File: src/rtl/gpio_in_debounce.sv
// ============================================================================
// gpio_in_debounce: two-flop synchroniser plus per-bit counter debounce for
// switch/button inputs, with edge pulses and a sticky change flag.
// Revision: 1.0
// ============================================================================
`default_nettype none

module gpio_in_debounce #(
  parameter int WIDTH         = 8,
  parameter int STABLE_CYCLES = 50000,
  parameter int CNT_WIDTH     = 16
) (
  input  logic             clk,
  input  logic             reset,
  input  logic [WIDTH-1:0] raw_i,
  input  logic             clr_i,
  output logic [WIDTH-1:0] data_o,
  output logic [WIDTH-1:0] rise_o,
  output logic [WIDTH-1:0] fall_o,
  output logic             change_o,
  output logic             event_o
);

  localparam logic [CNT_WIDTH-1:0] CNT_LAST = CNT_WIDTH'(STABLE_CYCLES - 1);
  localparam logic [CNT_WIDTH-1:0] CNT_ONE  = CNT_WIDTH'(1);

  logic [WIDTH-1:0] s1_q;
  logic [WIDTH-1:0] s2_q;
  logic [WIDTH-1:0] db_q;
  logic [WIDTH-1:0] db_d;
  logic [WIDTH-1:0] accept;
  logic [WIDTH-1:0] rise_q;
  logic [WIDTH-1:0] rise_d;
  logic [WIDTH-1:0] fall_q;
  logic [WIDTH-1:0] fall_d;
  logic             change_q;
  logic             change_d;
  logic             event_q;
  logic             event_d;

  always_ff @(posedge clk or negedge reset) begin
    if (!reset) begin
      s1_q <= '0;
      s2_q <= '0;
    end else begin
      s1_q <= raw_i;
      s2_q <= s1_q;
    end
  end

  // Each pin counts consecutive mismatches independently; any agreement
  // with the accepted level restarts the count.
  for (genvar i = 0; i < WIDTH; i++) begin : g_bit
    logic [CNT_WIDTH-1:0] cnt_q;
    logic [CNT_WIDTH-1:0] cnt_d;
    logic                 mismatch;
    logic                 done;

    assign mismatch  = s2_q[i] ^ db_q[i];
    assign done      = mismatch && (cnt_q == CNT_LAST);
    assign accept[i] = done;

    always_comb begin
      cnt_d = cnt_q + CNT_ONE;
      if (!mismatch || done) begin
        cnt_d = '0;
      end
    end

    always_ff @(posedge clk or negedge reset) begin
      if (!reset) begin
        cnt_q <= '0;
      end else begin
        cnt_q <= cnt_d;
      end
    end
  end

  always_comb begin
    db_d     = db_q ^ accept;
    rise_d   = accept & s2_q;
    fall_d   = accept & ~s2_q;
    change_d = |accept;
    // Set has priority over a simultaneous clear so no change is lost.
    event_d  = change_q | (event_q & ~clr_i);
  end

  always_ff @(posedge clk or negedge reset) begin
    if (!reset) begin
      db_q     <= '0;
      rise_q   <= '0;
      fall_q   <= '0;
      change_q <= 1'b0;
      event_q  <= 1'b0;
    end else begin
      db_q     <= db_d;
      rise_q   <= rise_d;
      fall_q   <= fall_d;
      change_q <= change_d;
      event_q  <= event_d;
    end
  end

  assign data_o   = db_q;
  assign rise_o   = rise_q;
  assign fall_o   = fall_q;
  assign change_o = change_q;
  assign event_o  = event_q;

endmodule

`default_nettype wire

File: config.mk
export PLATFORM = sky130hd
export DESIGN_NAME = gpio_in_debounce
export DESIGN_NICKNAME = d
export VERILOG_FILES = /design/src/rtl/gpio_in_debounce.sv
export SDC_FILE = /design/constraint.sdc
export NUM_CORES = 1
export LEC_CHECK = 0
export BUFFER_PORTS_ARGS = -buffer_cell sky130_fd_sc_hd__buf_2
export CORE_UTILIZATION = 68
export CTS_BUF_LIST = sky130_fd_sc_hd__clkbuf_4
export CTS_CLUSTER_DIAMETER = 80
export DETAILED_ROUTE_END_ITERATION = 16
export PLACE_DENSITY = 0.95
export REMOVE_ABC_BUFFERS = 1
export SYNTH_ARGS = -nofsm -noshare
export SYNTH_HDL_FRONTEND = slang
export SYNTH_SLANG_ARGS = --single-unit
File: constraint.sdc
create_clock -name clk -period 4.64 [get_ports clk]
set_input_delay 0.696 -clock clk [delete_from_list [all_inputs] [get_ports clk]]
set_output_delay 0.696 -clock clk [all_outputs]
set_load 0.02 [all_outputs]
==> flow_summary_export.csv, run 1 <==
group,metric,value,unit
route,routed_wl,14350,um
critical_path,r2r_end,"g_bit[5].cnt_q[6]",
global_route,grt_use_total,0.2775,
timing,slew_headroom,0.3420,
placed_design,dp.cells,857,
floorplanning,dieWidth,106.9,um
yosys,postSynthCellCount,696,
route,detail-route-antenna-nets,0,
placed_design,dpl_cell_area,7790,um^2
power,power.total,2504,uW
clock_tree,hold_buffers,0,
power,peakVddDrop,0.0002777,V
floorplanning,io_pins,37,
cells_and_area,fin_cells,889,
clock_tree,cts_buffer_depth,2,
floorplanning,fp.coreArea,10510,um^2
clock_tree,clk_latency,0.57,ns
yosys,synthFlopType,"dfrtp_1",
clock_tree,path_clk_slew,0.15,ns
global_route,overflow,0,
worst_hold_path,hp-class,"input port to flop",
cells_and_area,multi_input_area,3138,um^2
clock_tree,postCtsSetupBuffers,0,
worst_hold_path,holdCritStartpoint,"raw_i[0]",
route,dr_total_vias,5227,
yosys,ys_types,37,
clock_tree,cts_tree,"done",
critical_path,critPathRequiredTime,5.08,ns
global_route,grt_pass1_vias,5310,
critical_path,cp_data_arrival_time,2.57,ns
cells_and_area,antennaDiodeCount,0,
yosys,synth_seq_area_share,0.5686,
timing,setup_viol,0,
timing,tightestPinTransition,0.9870,ns
clock_tree,numCtsBuffers,17,
cells_and_area,seqCellArea,4254,um^2
cells_and_area,fin_area,8097,um^2
cells_and_area,finalNetCount,759,
critical_path,start_kind,"flop",
outcome,status,"finished clean",
route,drt-pass1-iter-count,4,
clock_tree,htreeDepth,4,
clock_tree,cts_sinks,170,
global_route,grt_max_degree,114,
timing,final_hold_viol_count,0,
floorplanning,rows,37,
yosys,yosysWarnings,0,
yosys,synth_edf_count,0,
flow_run,max-cap-violations,0,
timing,drv_slew,0,
timing,period_share,0.4589,
global_route,grt_pass1_wl,24320,um
critical_path,regToRegStartpoint,"g_bit[5].cnt_q[0]",
route,wl_per_cell,16.14,um
worst_hold_path,min_path_cells,1,
placed_design,gp_congestion,0.8403,
route,vias_per_cell,5.880,
global_route,antenna_found_initial,0,
timing,setup_tns,0,ns
power,power_per_cell_area,309.3,nW/um^2
timing,grt_setup_unrepaired,"no",
cells_and_area,nFillCells,650,
power,p_leak,0.003747,uW
cells_and_area,area_growth,8.211,%
placed_design,post-dp-hpwl,10020,um
placed_design,port_buffers,36,
floorplanning,die_height,106.9,um
cells_and_area,drive_gt1_frac,0.1089,
yosys,async_flop_share,1.000,
cells_and_area,utilization,0.7704,
critical_path,crit_type,"flop to flop",
timing,final.setup_skew,0.02285,ns
route,drcViolationCount,0,
timing,clock.fmax,469.7,MHz
timing,finalCriticalPeriod,2.129,ns
clock_tree,ctsResizeCount,0,
critical_path,endpoint_kind,"flop",
floorplanning,dieArea,11430,um^2
critical_path,cp_max_fo,15,
clock_tree,clock-root-buffer,"clkbuf_4",
yosys,avgSynthCellArea,10.75,um^2
critical_path,ff2ff_path_depth,6,
route,first_iter_violations,395,
floorplanning,initial_core_util,0.7120,
worst_hold_path,hold_path_end,"s1_q[0]",
yosys,ys_ff_latch,170,
critical_path,reg2reg_slack,2.51,ns
yosys,netlist_area,7482,um^2
-- state kept, by name, indices dropped and copies added (netlist names), named ones only --
register     cells
g_bit.cnt_q    128
fall_o           8
rise_o           8
s1_q             8
s2_q             8
change_o         1
event_o          1
-- synth_stat cells, drive strengths merged (2+ instances only) --
| cell type | n | area share |
|---|---|---|
| nand2 | 47 | 0.024 |
| mux2 | 8 | 0.013 |
| nor3b | 16 | 0.016 |
| a21oi | 2 | 0.0013 |
| inv | 7 | 0.0035 |
| nor3 | 18 | 0.012 |
| and2 | 4 | 0.0033 |
| ha | 8 | 0.013 |
| nand4 | 29 | 0.024 |
| clkbuf | 6 | 0.0030 |
| nor2 | 137 | 0.069 |
| and3 | 31 | 0.026 |
| xor2 | 69 | 0.081 |
| xnor2 | 54 | 0.063 |
| nor4 | 6 | 0.0059 |
| buf | 7 | 0.0055 |
| nor4b | 5 | 0.0059 |
| nor4bb | 4 | 0.0054 |
| nand3 | 41 | 0.027 |
| dfrtp | 170 | 0.57 |
| and4 | 14 | 0.016 |
| or4b | 2 | 0.0027 |
-- cells by family after synthesis --
| family | Yosys count | synth area share |
|---|---|---|
| DFF | 170 | 0.5686 |
| AOI/OAI and AO/OA | 8 | 0.007025 |
| muxes | 8 | 0.01254 |
| adders and majority gates | 8 | 0.01338 |
| and+or+nand+nor | 359 | 0.2425 |
| buffers and inverters | 20 | 0.01204 |
| xor gates and xnor gates | 123 | 0.1440 |
-- power by group --
group	switching [uW]	internal, uW
Sequential	22.5	1510
Clock	549	341
Combinational	60.8	25.5
-- cell usage in the layout, fill, tap and decap left out, types with 2 or more instances in the layout --
| cell | count |
|---|---|
| inv_6 | 5 |
| or4b_1 | 2 |
| xor2_1 | 69 |
| and4_1 | 14 |
| nor4b_1 | 5 |
| inv_8 | 3 |
| nand2_2 | 2 |
| nor3b_1 | 16 |
| mux2_2 | 7 |
| nand3_1 | 41 |
| bufinv_16 | 2 |
| and2_1 | 4 |
| nand2_1 | 45 |
| buf_4 | 2 |
| clkinv_4 | 3 |
| nor4_1 | 5 |
| a21oi_1 | 2 |
| clkinvlp_4 | 2 |
| and3_1 | 31 |
| clkbuf_4 | 17 |
| nand4_1 | 29 |
| buf_2 | 35 |
| xnor2_1 | 54 |
| ha_1 | 8 |
| dfrtp_1 | 170 |
| nor2_1 | 137 |
| inv_1 | 7 |
| nor3_1 | 18 |
| nor4bb_1 | 4 |
-- through the flow --
step	hold WS [ns]	setup WS, ns
finish	0.2205	2.511
global route	0.1628	2.334
CTS	0.1795	2.523
detailed placement	0.3355	2.548
global placement	0.3343	2.775
floorplan	0.3312	2.848
-- worst max-delay path by stage --
| stage | start | end | slack, ns | cells after the start |
|---|---|---|---|---|
| global placement | g_bit[2].cnt_q[0] | change_o | 2.77 | 6 |
| global route | g_bit[5].cnt_q[0] | g_bit[5].cnt_q[6] | 2.33 | 6 |
| CTS | g_bit[5].cnt_q[0] | g_bit[5].cnt_q[6] | 2.52 | 6 |
| finish | g_bit[5].cnt_q[0] | g_bit[5].cnt_q[6] | 2.51 | 6 |
| detailed placement | g_bit[5].cnt_q[0] | g_bit[5].cnt_q[6] | 2.55 | 6 |
| floorplan | g_bit[2].cnt_q[0] | change_o | 2.85 | 6 |
-- final cells by class --
| type | count | area share |
|---|---|---|
| Sequential cell | 170 | 0.5254 |
| Multi-Input combinational cell | 506 | 0.3876 |
| Timing Repair Buffer | 38 | 0.02488 |
| Clock inverter | 15 | 0.02210 |
| Tap cell | 136 | 0.02102 |
| Clock buffer | 17 | 0.01576 |
| Inverter | 7 | 0.003245 |
-- worst max-delay path: stages, from the launching register on --
cell	delay (ns)
dfrtp_1	0.44
ha_1	0.22
nand3_1	0.13
nor4_1	0.41
nand3_1	0.26
nand2_1	0.42
nor2_1	0.13
-- metal layers --
layer  global-route usage  vias to the layer above  part of all wire  wire length, um
li1                     -                     2461                 -                -
met1               0.3356                     2570              0.41             5914
met2               0.4654                      160              0.51             7308
met3              0.07295                       36             0.051              732
met4               0.1311                        0             0.027              394
met5                    0                        -                 0                0
Note: power is estimated with default switching activity, not from simulation.
==> run 2: changes to the inputs <==
--- a/config.mk
+++ b/config.mk
@@ -6,11 +6,11 @@
 export NUM_CORES = 1
 export LEC_CHECK = 0
 export BUFFER_PORTS_ARGS = -buffer_cell sky130_fd_sc_hd__buf_2
-export CORE_UTILIZATION = 68
+export CORE_UTILIZATION = 63
 export CTS_BUF_LIST = sky130_fd_sc_hd__clkbuf_4
 export CTS_CLUSTER_DIAMETER = 80
 export DETAILED_ROUTE_END_ITERATION = 16
-export PLACE_DENSITY = 0.95
+export PLACE_DENSITY = 0.93
 export REMOVE_ABC_BUFFERS = 1
 export SYNTH_ARGS = -nofsm -noshare
 export SYNTH_HDL_FRONTEND = slang
==> constraint.sdc (replaced) <==
create_clock -name clk -period 2.1 [get_ports clk]
set_input_delay 0.315 -clock clk [delete_from_list [all_inputs] [get_ports clk]]
set_output_delay 0.315 -clock clk [all_outputs]
set_load 0.02 [all_outputs]
==> run 2 against run 1 <==
  * The flow now finishes with violations (design-rule violations)
  * Clock power increased by 130%
  * Utilization decreased by 4.9 points
  * Clock-buffer cell count increased by 2
  * Design area increased by 2.6%
  * Global-route usage decreased by 2.9 points
==> flow_summary_export.csv, run 2 (synthesis gave the netlist of run 1 again) <==
group,metric,value,unit
outcome,status,"complete, but fails checks",
outcome,violations,"design-rule violations",
timing,tightestPinTransition,0.5199,ns
route,wl_per_cell,15.12,um
timing,period_share,0.9402,
critical_path,critPathRequiredTime,2.53,ns
route,detail-route-antenna-nets,0,
floorplanning,rows,39,
placed_design,gp_congestion,0.8200,
timing,setup_tns,0,ns
cells_and_area,area_growth,11.00,%
critical_path,endpoint_kind,"flop",
timing,slew_headroom,0.6526,
floorplanning,dieArea,12320,um^2
clock_tree,cts_sinks,170,
critical_path,crit_type,"flop to flop",
route,first_iter_violations,374,
power,peakVddDrop,0.0004749,V
clock_tree,path_clk_slew,0.13,ns
timing,grt_setup_unrepaired,"no",
global_route,antenna_found_initial,0,
cells_and_area,drive_gt1_frac,0.1156,
worst_hold_path,hp-class,"input port to async pin",
cells_and_area,finalNetCount,776,
global_route,grt_use_total,0.2488,
route,drt-pass1-iter-count,11,
power,power_per_cell_area,677.2,nW/um^2
clock_tree,cts_tree,"done",
cells_and_area,antennaDiodeCount,0,
timing,setup_viol,0,
critical_path,cp_data_arrival_time,2.40,ns
clock_tree,postCtsSetupBuffers,0,
floorplanning,io_pins,37,
power,p_leak,0.003840,uW
route,vias_per_cell,5.754,
placed_design,post-dp-hpwl,9484,um
global_route,grt_max_degree,53,
placed_design,port_buffers,36,
cells_and_area,nFillCells,747,
route,dr_total_vias,5253,
clock_tree,cts_buffer_depth,2,
timing,clock.fmax,506.5,MHz
clock_tree,numCtsBuffers,17,
global_route,overflow,0,
timing,final.setup_skew,0.01998,ns
flow_run,max-cap-violations,0,
floorplanning,initial_core_util,0.6497,
critical_path,start_kind,"flop",
floorplanning,dieWidth,111.0,um
global_route,grt_pass1_vias,5349,
route,drcViolationCount,6,
clock_tree,clk_latency,0.56,ns
floorplanning,die_height,111.0,um
cells_and_area,largest-register,"g_bit.cnt_q",
timing,final_hold_viol_count,0,
cells_and_area,largest_reg_flops,128,
critical_path,cp_max_fo,4,
route,routed_wl,13810,um
global_route,grt_pass1_wl,24270,um
clock_tree,htreeDepth,4,
timing,drv_slew,0,
power,power.total,5624,uW
clock_tree,clock-root-buffer,"clkbuf_4",
cells_and_area,layout_commonest_cell,"dfrtp_1",
floorplanning,fp.coreArea,11520,um^2
timing,finalCriticalPeriod,1.974,ns
cells_and_area,final_cell_mix,"dfrtp_1, nor2_1, xor2_1, xnor2_1, nand2_1",
[run 2: cell types whose count changed in the layout (fill, tap and decap cells not counted), moves of 2 or more]
cell / change
dlygate4sd3_1: +10
buf_4: +5
inv_6: -4
clkinv_2: +3
inv_8: -3
buf_12: +2
bufinv_16: +2
clkbuf_4: +2
clkinv_1: +2
clkinv_4: -2
[run 2: through the flow]
stage	instances	utilization	instance area (um^2)	setup WS, ns	hold slack, ns
finish	913	0.7212	8305	0.1255	0.2509
global route	913	0.7212	8305	0.01449	0.2511
floorplan	683	-	7418	0.3083	0.01941
CTS	913	0.7202	8294	0.05339	0.2139
global placement	871	0.6839	7876	0.1926	0.2723
detailed placement	871	0.6839	7876	0.1020	0.2847
[run 2: area by class of cell]
class	count	area [um^2]	area share
tap	143	178.9	0.02154
multi-input combinational	506	3149	0.3792
inverter	7	26.28	0.003164
clock inverter	13	175.2	0.02109
timing repair buffer	55	379.1	0.04565
clock buffer	19	142.6	0.01717
sequential	170	4254	0.5122
[run 2: routing by layer]
metal	track usage	part of all wire	vias up
met5	0	0	-
met4	0.1169	0.023	0
met3	0.05741	0.038	33
met2	0.4080	0.50	120
met1	0.3156	0.44	2604
li1	-	-	2496
[run 2: repair_timing]
action                                  in CTS  in global routing
hold buffers                                10                  0
resized for setup                            0                  2
hold endpoints to repair                    52                  0
endpoints found under the setup margin       0                  1
[run 2: final timing paths]
check,end,cells past startpoint,from,slack (ns)
worst max-delay path,change_o,6,g_bit[2].cnt_q[0],0.13
worst max register to register,change_o,6,g_bit[2].cnt_q[0],0.13
worst min register to register,s2_q[5],0,s1_q[5],0.36
min in group clk,s2_q[5],0,s1_q[5],0.36
worst min-delay path,g_bit[0].cnt_q[4],2,reset,0.25
max in group asynchronous,g_bit[0].cnt_q[6],3,reset,1.21
[run 2: power by group]
group	internal, uW	switching [uW]
Combinational	77.4	138
Sequential	3330	46.8
Clock	962	1070
Total	4360	1260
[run 2: worst max-delay path, stage by stage (launching register included)]
cell      delay (ns)
dfrtp_1         0.42
ha_1            0.22
and3_1          0.23
and4_1          0.17
a22oi_2         0.18
o221ai_2        0.12
or4b_1          0.51
